## config.mk

```make
export PLATFORM = sky130hd
export DESIGN_NAME = bsk_ntw_srv_cmd_sequencer
export DESIGN_NICKNAME = d
export VERILOG_FILES = /design/src/rtl/bsk_ntw_srv_cmd_sequencer.sv
export SDC_FILE = /design/constraint.sdc
export NUM_CORES = 1
export LEC_CHECK = 0
export CORE_MARGIN = 2
export CORE_UTILIZATION = 58
export DETAILED_ROUTE_END_ITERATION = 6
export PLACE_DENSITY = 0.89
export SETUP_SLACK_MARGIN = 0.05
export SKIP_LAST_GASP = 1
export SLEW_MARGIN = 20
export SYNTH_ARGS = -nofsm -noshare
export SYNTH_HDL_FRONTEND = slang
export SYNTH_SLANG_ARGS = --single-unit
```

## constraint.sdc

```tcl
create_clock -name clk -period 7.8 [get_ports clk]
set_clock_uncertainty 0.2 [all_clocks]
set_input_delay 1.56 -clock clk [delete_from_list [all_inputs] [get_ports clk]]
set_output_delay 1.56 -clock clk [all_outputs]
set_load 0.02 [all_outputs]
```

## src/rtl/bsk_ntw_srv_cmd_sequencer.sv

```systemverilog
// ---------------------------------------------------------------------------
// bsk_ntw_srv_cmd_sequencer
//
// Server-side receiver of the BSK-network batch-command broadcast. Each
// command pulse from the arbiter is stored in a local circular FIFO whose
// depth mirrors the arbiter's credit view. The head command is replayed for
// BSK_DIST_ITER_NB key-slice broadcast iterations over a valid/ready
// interface. Every accepted iteration returns one srv_bdc_avail pulse to the
// arbiter, and the head entry is freed on its last iteration, which keeps
// this server in lock-step with the arbiter's read pointer.
//
// Ports:
//   clk                     clock
//   s_rst_n                 synchronous reset, active-low
//   arb_srv_batch_cmd       command broadcast by the arbiter
//   arb_srv_batch_cmd_avail one-cycle write strobe (no backpressure)
//   srv_bdc_cmd             head command under broadcast
//   srv_bdc_iter            current iteration index
//   srv_bdc_last            iteration index is BSK_DIST_ITER_NB-1
//   srv_bdc_vld             iteration request valid
//   srv_bdc_rdy             broadcast engine accepts the iteration
//   srv_bdc_avail           vld & rdy, returned to the arbiter
//   fifo_cnt                stored commands, including the one in progress
//   overflow_err            sticky: a write arrived while full with no pop
//
// OVF_FATAL_EN stops simulation on an overflow; clear it only when an
// overflow is deliberately provoked.
// ---------------------------------------------------------------------------
module bsk_ntw_srv_cmd_sequencer #(
  parameter int BR_BATCH_CMD_W     = 32,
  parameter int SRV_CMD_FIFO_DEPTH = 4,
  parameter int BSK_DIST_ITER_NB   = 8,
  parameter int BSK_DIST_ITER_W    = (BSK_DIST_ITER_NB > 1) ? $clog2(BSK_DIST_ITER_NB) : 1,
  parameter int CNT_W              = $clog2(SRV_CMD_FIFO_DEPTH + 1),
  parameter bit OVF_FATAL_EN       = 1'b1
) (
  input  logic                       clk,
  input  logic                       s_rst_n,
  input  logic [BR_BATCH_CMD_W-1:0]  arb_srv_batch_cmd,
  input  logic                       arb_srv_batch_cmd_avail,
  output logic [BR_BATCH_CMD_W-1:0]  srv_bdc_cmd,
  output logic [BSK_DIST_ITER_W-1:0] srv_bdc_iter,
  output logic                       srv_bdc_last,
  output logic                       srv_bdc_vld,
  input  logic                       srv_bdc_rdy,
  output logic                       srv_bdc_avail,
  output logic [CNT_W-1:0]           fifo_cnt,
  output logic                       overflow_err
);

  localparam int PTR_W = (SRV_CMD_FIFO_DEPTH > 1) ? $clog2(SRV_CMD_FIFO_DEPTH) : 1;
  localparam logic [PTR_W-1:0]           PTR_MAX  = PTR_W'(SRV_CMD_FIFO_DEPTH - 1);
  localparam logic [BSK_DIST_ITER_W-1:0] ITER_MAX = BSK_DIST_ITER_W'(BSK_DIST_ITER_NB - 1);
  localparam logic [CNT_W-1:0]           CNT_ONE  = CNT_W'(1);

  typedef enum logic {IDLE, RUN} state_t;

  state_t                      state, state_nxt;
  logic [BR_BATCH_CMD_W-1:0]   mem [SRV_CMD_FIFO_DEPTH];
  logic [PTR_W-1:0]            wp, rp;
  logic                        wp_msb, rp_msb;
  logic                        full, empty;
  logic                        hs, pop, wr_acc, ovf_set;
  logic [BSK_DIST_ITER_W-1:0]  iter, iter_nxt;

  assign empty = (wp == rp) && (wp_msb == rp_msb);
  assign full  = (wp == rp) && (wp_msb != rp_msb);

  // A command written last cycle is presented while still in IDLE, giving a
  // one-cycle write-to-valid latency; RUN always holds a non-empty FIFO.
  assign srv_bdc_vld   = (state == RUN) || !empty;
  assign srv_bdc_cmd   = mem[rp];
  assign srv_bdc_iter  = iter;
  assign srv_bdc_last  = (iter == ITER_MAX);
  assign hs            = srv_bdc_vld && srv_bdc_rdy;
  assign srv_bdc_avail = hs;
  assign pop           = hs && srv_bdc_last;
  // A pop in the same cycle frees the slot at wp (== rp when full), so the
  // write may land there.
  assign wr_acc        = arb_srv_batch_cmd_avail && (!full || pop);
  assign ovf_set       = arb_srv_batch_cmd_avail && full && !pop;

  always_comb begin
    state_nxt = state;
    iter_nxt  = iter;
    case (state)
      IDLE:    if (!empty) state_nxt = RUN;
      RUN:     state_nxt = RUN;
      default: state_nxt = IDLE;
    endcase
    if (hs) begin
      if (srv_bdc_last) begin
        iter_nxt  = '0;
        // Stay in RUN when another command remains after this pop so that
        // consecutive commands stream with no bubble.
        state_nxt = (fifo_cnt == CNT_ONE && !wr_acc) ? IDLE : RUN;
      end else begin
        iter_nxt  = iter + BSK_DIST_ITER_W'(1);
        state_nxt = RUN;
      end
    end
  end

  always_ff @(posedge clk) begin
    if (!s_rst_n) begin
      state        <= IDLE;
      iter         <= '0;
      wp           <= '0;
      rp           <= '0;
      wp_msb       <= 1'b0;
      rp_msb       <= 1'b0;
      fifo_cnt     <= '0;
      overflow_err <= 1'b0;
    end else begin
      state <= state_nxt;
      iter  <= iter_nxt;
      if (wr_acc) begin
        if (wp == PTR_MAX) begin
          wp     <= '0;
          wp_msb <= !wp_msb;
        end else begin
          wp <= wp + PTR_W'(1);
        end
      end
      if (pop) begin
        if (rp == PTR_MAX) begin
          rp     <= '0;
          rp_msb <= !rp_msb;
        end else begin
          rp <= rp + PTR_W'(1);
        end
      end
      case ({wr_acc, pop})
        2'b10:   fifo_cnt <= fifo_cnt + CNT_ONE;
        2'b01:   fifo_cnt <= fifo_cnt - CNT_ONE;
        default: fifo_cnt <= fifo_cnt;
      endcase
      if (ovf_set) overflow_err <= 1'b1;
    end
  end

  // Command storage carries no reset.
  always_ff @(posedge clk) begin
    if (wr_acc) mem[wp] <= arb_srv_batch_cmd;
  end

  always @(posedge clk) begin
    if (OVF_FATAL_EN && s_rst_n) begin
      assert (!ovf_set)
        else $fatal(1, "bsk_ntw_srv_cmd_sequencer: command write while FIFO full");
    end
  end

endmodule

```

; Word-level counts from Yosys, hierarchy flattened
; Memories as Yosys holds them, arrays and structs flattened. A register that Yosys moved wholly into a read port is not among the register bits.
; Index checks and enable logic that the tools add are counted.
[op_classes]
addsub = 5
n_eq_ne = 9
muxes = 13
bitwise = 1
reduce_logical = 19
[op_table]
columns = op, count
row1 = $logic_and A1 B1 Y1, 8
row2 = $mux W2, 4
row3 = $add A3 B1 Y3 const B, 2
row4 = $eq A2 B2 Y1 const B, 3
row5 = $logic_not A1 Y1, 6
row6 = $mux W1, 6
row7 = $pmux W3 S2, 1
row8 = $add A2 B1 Y2 const B, 2
row9 = $reduce_and A2 Y1, 2
row10 = $eq A3 B1 Y1 const B, 1
row11 = $eq A3 B3 Y1 const B, 1
row12 = $mux W3, 1
row13 = $sub A3 B1 Y3 const B, 1
row14 = $eq A2 B1 Y1 const B, 1
row15 = $eq A2 B2 Y1, 1
row16 = $logic_or A1 B1 Y1, 2
row17 = $pmux W1 S2, 1
row18 = $reduce_bool A2 Y1, 1
row19 = $eq A1 B1 Y1, 1
row20 = $ne A1 B1 Y1, 1
row21 = $not A1 Y1, 1
[word_totals]
ff_bits = 14
ram_bits = 128
inputBits = 36
out_inout_bits = 42
elab_cells = 56
memories = 1
[memory_table]
columns = name, depth, word_bits, rd, rd_clocked_by_memory_dff, write_ports, line_no
row1 = mem, 4, 32, 1, 1, 1, 59  ; logic [BR_BATCH_CMD_W-1:0] mem [SRV_CMD_FIFO_DEPTH];

; Longest topological paths before layout
[depth]
depth_word = 13
mapped_depth = 9

; Least setup slack after synthesis
; OpenSTA, ideal clock, no wires.
[synth_path]
path_kind = input -> output
from = input srv_bdc_rdy
to = output srv_bdc_avail
t_arrival_ps = 1834
required_time_ps = 6040
slack_ps = 4206
path_stages = 2
path_buffers = 0
path_cell_list = nand2_1 > inv_1
[synth_via]
elab_chain_len = 1
[synth_lines]
columns = item, line_no
row1 = start: declaration, 45  ; input logic srv_bdc_rdy,
row2 = $logic_and A1 B1 Y1, 75  ; assign hs = srv_bdc_vld && srv_bdc_rdy;
row3 = end: declaration, 46  ; output logic srv_bdc_avail,
; Every way passes these cells.

; Final worst setup path
; Same ends and word-level chain as after synthesis.

==> out/results.md <==
| Result | This run |
|:---|:---|
| Compound-cell area share of the yosys netlist | 1.31% |
| Vias in the first global route | 2,854 |
| Final routed wire length divided by cell count | 20.9 µm |
| Worst-skew pair later-pin latency | 0.51 ns |
| Setup CP Type | in2out |
| Avg Inst Size Synth | 21.0 µm² |
| Number of cells on the worst reg-to-reg path | 8 |
| Pin count of the biggest net entering global routing | 34 |
| Maximum fanout encountered on the critical timing path | 4 |
| Critical R2R Capture | fifo_cnt[2]$_SDFFE_PN0P_ |
| Number of synthesized register bits | 144 |
| Area growth from synthesis to final layout | 27.9% |
| Final-layout setup total negative slack | 0 ns |
| Chip Height | 101 µm |
| Post-synth ARST share | 0% |
| Transition at the pin with the smallest max-transition slack | 0.885 ns |
| Yosys Warn Count | 0 |
| Max Transition Viols Final | 0 |
| Buffer count from post-CTS setup fixing | 0 |
| Setup repair after global routing missed its margin | false |
| Total wire length after detailed routing | 9.86 mm |
| Endpoint required time on the critical path | 6.04 ns |
| Reg-to-reg startpoint | srv_bdc_iter[0]$_SDFFE_PN0N_ |
| Placeable core area | 9200 µm² |
| Row cnt | 35 |
| DRC violations left | 0 |
| Detailed placer's ending HPWL | 5.54 mm |
| Effective utilization at floorplan | 59.3% |
| Minimum period implied by the final worst setup slack | 4.61 ns |
| CTS tree | done |
| Cell Count Post-Placement | 440 |
| GR Util All Layers | 20.7% |
| Xor/xnor cell area share of the yosys netlist | 0.964% |
| Smallest hold slack | 0.296 ns |
| Top cell type's share of synthesized area | 70.5% |
| DRC violation total after the first TritonRoute iteration | 112 |
| Net count of the finished layout | 395 |
| Post-synthesis mux area share | 14.3% |
| Kind of start point of the critical path | input pin |
| Unique masters post-synth | 32 |
| Max Freq | 217 MHz |
| Result of the run | complete, no violations |
| H-tree lvl count | 4 |
| Setup slack on the worst flop-to-flop path | 5.18 ns |
| Synth Cell Area | 5450 µm² |
| Number of enable-type register cells in the synthesized netlist | 128 |
| Maximum buffer depth of the clock tree | 2 |
| Post-synthesis adder-cell area fraction | 2.53% |
| Final GP Congestion | 0.727 |
| Quantity of I/O buffers inserted on ports | 77 |
| Worst min path class | reg2reg |
| Antenna fix cells | 0 |
| Final hold violation count | 0 |
| Number of clock sinks seen by CTS | 144 |
| Fraction of the yosys area taken by sequential cells | 76.4% |
| Leakage power of the design | 2.34 nW |
| Final global-route overflow total | 0 |
| VDD IR-drop max | 213 µV |
| Initial DRT Pass Iterations | 4 |
| Main combinational cell family by area after synthesis | multiplexers |
| Number of antenna violations at the first check in global routing | 0 |
| Leading area contributor after synthesis | sky130_fd_sc_hd__edfxtp_1 |
| Via total after detailed routing | 2,721 |
| Instance area after placement | 6340 µm² |
| Share of post-route cells with drive strength above 1 | 20.8% |
| Clock tree root driver cell | sky130_fd_sc_hd__clkbuf_8 |
| Finish-stage setup viols | 0 |
| PD cells | 267 nW/µm² |
| Area of all placed cells without fillers | 6970 µm² |
| Vias per cell | 5.76 |
| Most used flip-flop cell after synthesis | sky130_fd_sc_hd__edfxtp_1 |
| Endpoint of the worst hold path | srv_bdc_iter[2]$_SDFFE_PN0N_ |
| I/O pin count | 78 |
| CP endpoint kind | output port |
| Worst relative slew slack | 41.0% |
| Min-Delay Startpoint | srv_bdc_iter[2]$_SDFFE_PN0N_ |
| DRT antenna net count | 0 |
| Global-route wire length before repair | 14.9 mm |
| Gate Count Post-Synth | 259 |
| Die Footprint | 10,200 µm² |
| Clock edge transition at the registers on the reported setup and hold paths | 0.06 ns |
| Die Span X | 101 µm |
| Post-Synth Simple-Gate Area | 3.28% |
| Filler-free cell count of the finished design | 472 |
| Top cells by area, synth | sky130_fd_sc_hd__edfxtp_1 (71%), sky130_fd_sc_hd__mux4_2 (13%), sky130_fd_sc_hd__dfxtp_1 (5.9%) |
| Number of cells on the worst hold path | 2 |
| Share of the clock period used by the worst path | 59.1% |
| Critical Path AT | 2.85 ns |
| Clock buffer count from CTS | 17 |
| Post-Syn Nets | 306 |
| Maximum capacitance violations | 0 |
| Post-CTS resize count | 0 |
| Hold buffer count at cts | 0 |
sequential cells by signal (all words and copies together), names as in the netlist, named ones only:
| signal | cells |
|---|---|
| fifo_cnt | 3 |
| mem | 128 |
| overflow_err | 1 |
| rp | 2 |
| rp_msb | 1 |
| srv_bdc_iter | 3 |
| state | 1 |
| wp | 2 |
| wp_msb | 1 |
critical path: stages:
cell                              delay, ns
sky130_fd_sc_hd__clkdlybuf4s50_1       0.47
sky130_fd_sc_hd__nand2_1               0.14
sky130_fd_sc_hd__inv_1                 0.09
sky130_fd_sc_hd__clkdlybuf4s50_1       0.60
final cells by class:
type                    count  area (µm²)
repair buffers             78         778
inverters                   8        30.0
well taps                 111         139
fillers                   517        2230
clock inverters            13         211
flip-flops and latches    144        4170
clock buffers              19         422
multi-input cells          99        1220
cells by family after synthesis:
group	Yosys count
buf+inv	16
fa+ha+maj	11
flops	144
mux	38
compound gates	10
simple gates	34
xor+xnor	6
cells in the final DEF (no fill, tap or decap), types with 3 or more instances in the layout:
cell type and count:
sky130_fd_sc_hd__edfxtp_1 128, sky130_fd_sc_hd__clkdlybuf4s50_1 77, sky130_fd_sc_hd__mux4_2 32, sky130_fd_sc_hd__clkbuf_16 16, sky130_fd_sc_hd__nand2_1 14, sky130_fd_sc_hd__dfxtp_1 14, sky130_fd_sc_hd__ha_1 11, sky130_fd_sc_hd__inv_1 6
sky130_fd_sc_hd__mux2i_1 6, sky130_fd_sc_hd__xor2_1 5, sky130_fd_sc_hd__nor2_1 5, sky130_fd_sc_hd__bufinv_16 5, sky130_fd_sc_hd__clkinvlp_4 4, sky130_fd_sc_hd__and2_2 3, sky130_fd_sc_hd__or3_1 3, sky130_fd_sc_hd__a21oi_1 3
cell usage after synthesis (all sizes together) (2+ instances only):
cell,n
ha,11
or3,3
inv,8
clkbuf,4
dfxtp,16
and2,6
mux2i,6
o21ai,3
edfxtp,128
mux4,32
buf,4
a21oi,4
nor2,5
nand2,14
xor2,5
nor4,2
stage by stage:
| step | power [mW] | util [%] | setup slack (ns) |
|---|---|---|---|
| CTS | 1.87 | 75.8 | 3.16 |
| global route | 1.91 | 75.8 | 3.05 |
| finish | 1.86 | 75.8 | 3.19 |
| global placement | 1.02 | 68.9 | 3.21 |
| floorplan | 0.955 | - | 4.21 |
| detailed placement | 1.02 | 68.9 | 3.19 |
routing by layer:
layer	track usage, %	routed length (µm)
met1	24.5	4030
met2	35.4	5260
met3	6.52	384
met4	8.32	185
met5	0	0
worst max path at each step:
stage / start / cells past startpoint / end
finish: srv_bdc_rdy / 4 / srv_bdc_avail
floorplan: srv_bdc_rdy / 2 / srv_bdc_avail
CTS: flip-flop / 3 / srv_bdc_cmd[12]
detailed placement: srv_bdc_rdy / 4 / srv_bdc_avail
global placement: srv_bdc_rdy / 4 / srv_bdc_avail
global route: flip-flop / 3 / srv_bdc_cmd[12]
power breakdown:
group	switching, mW	internal (mW)
Combinational	0.0652	0.0602
Clock	0.299	0.553
Sequential	0.0101	0.872
No activity file was read; power rests on OpenSTA's default activity.
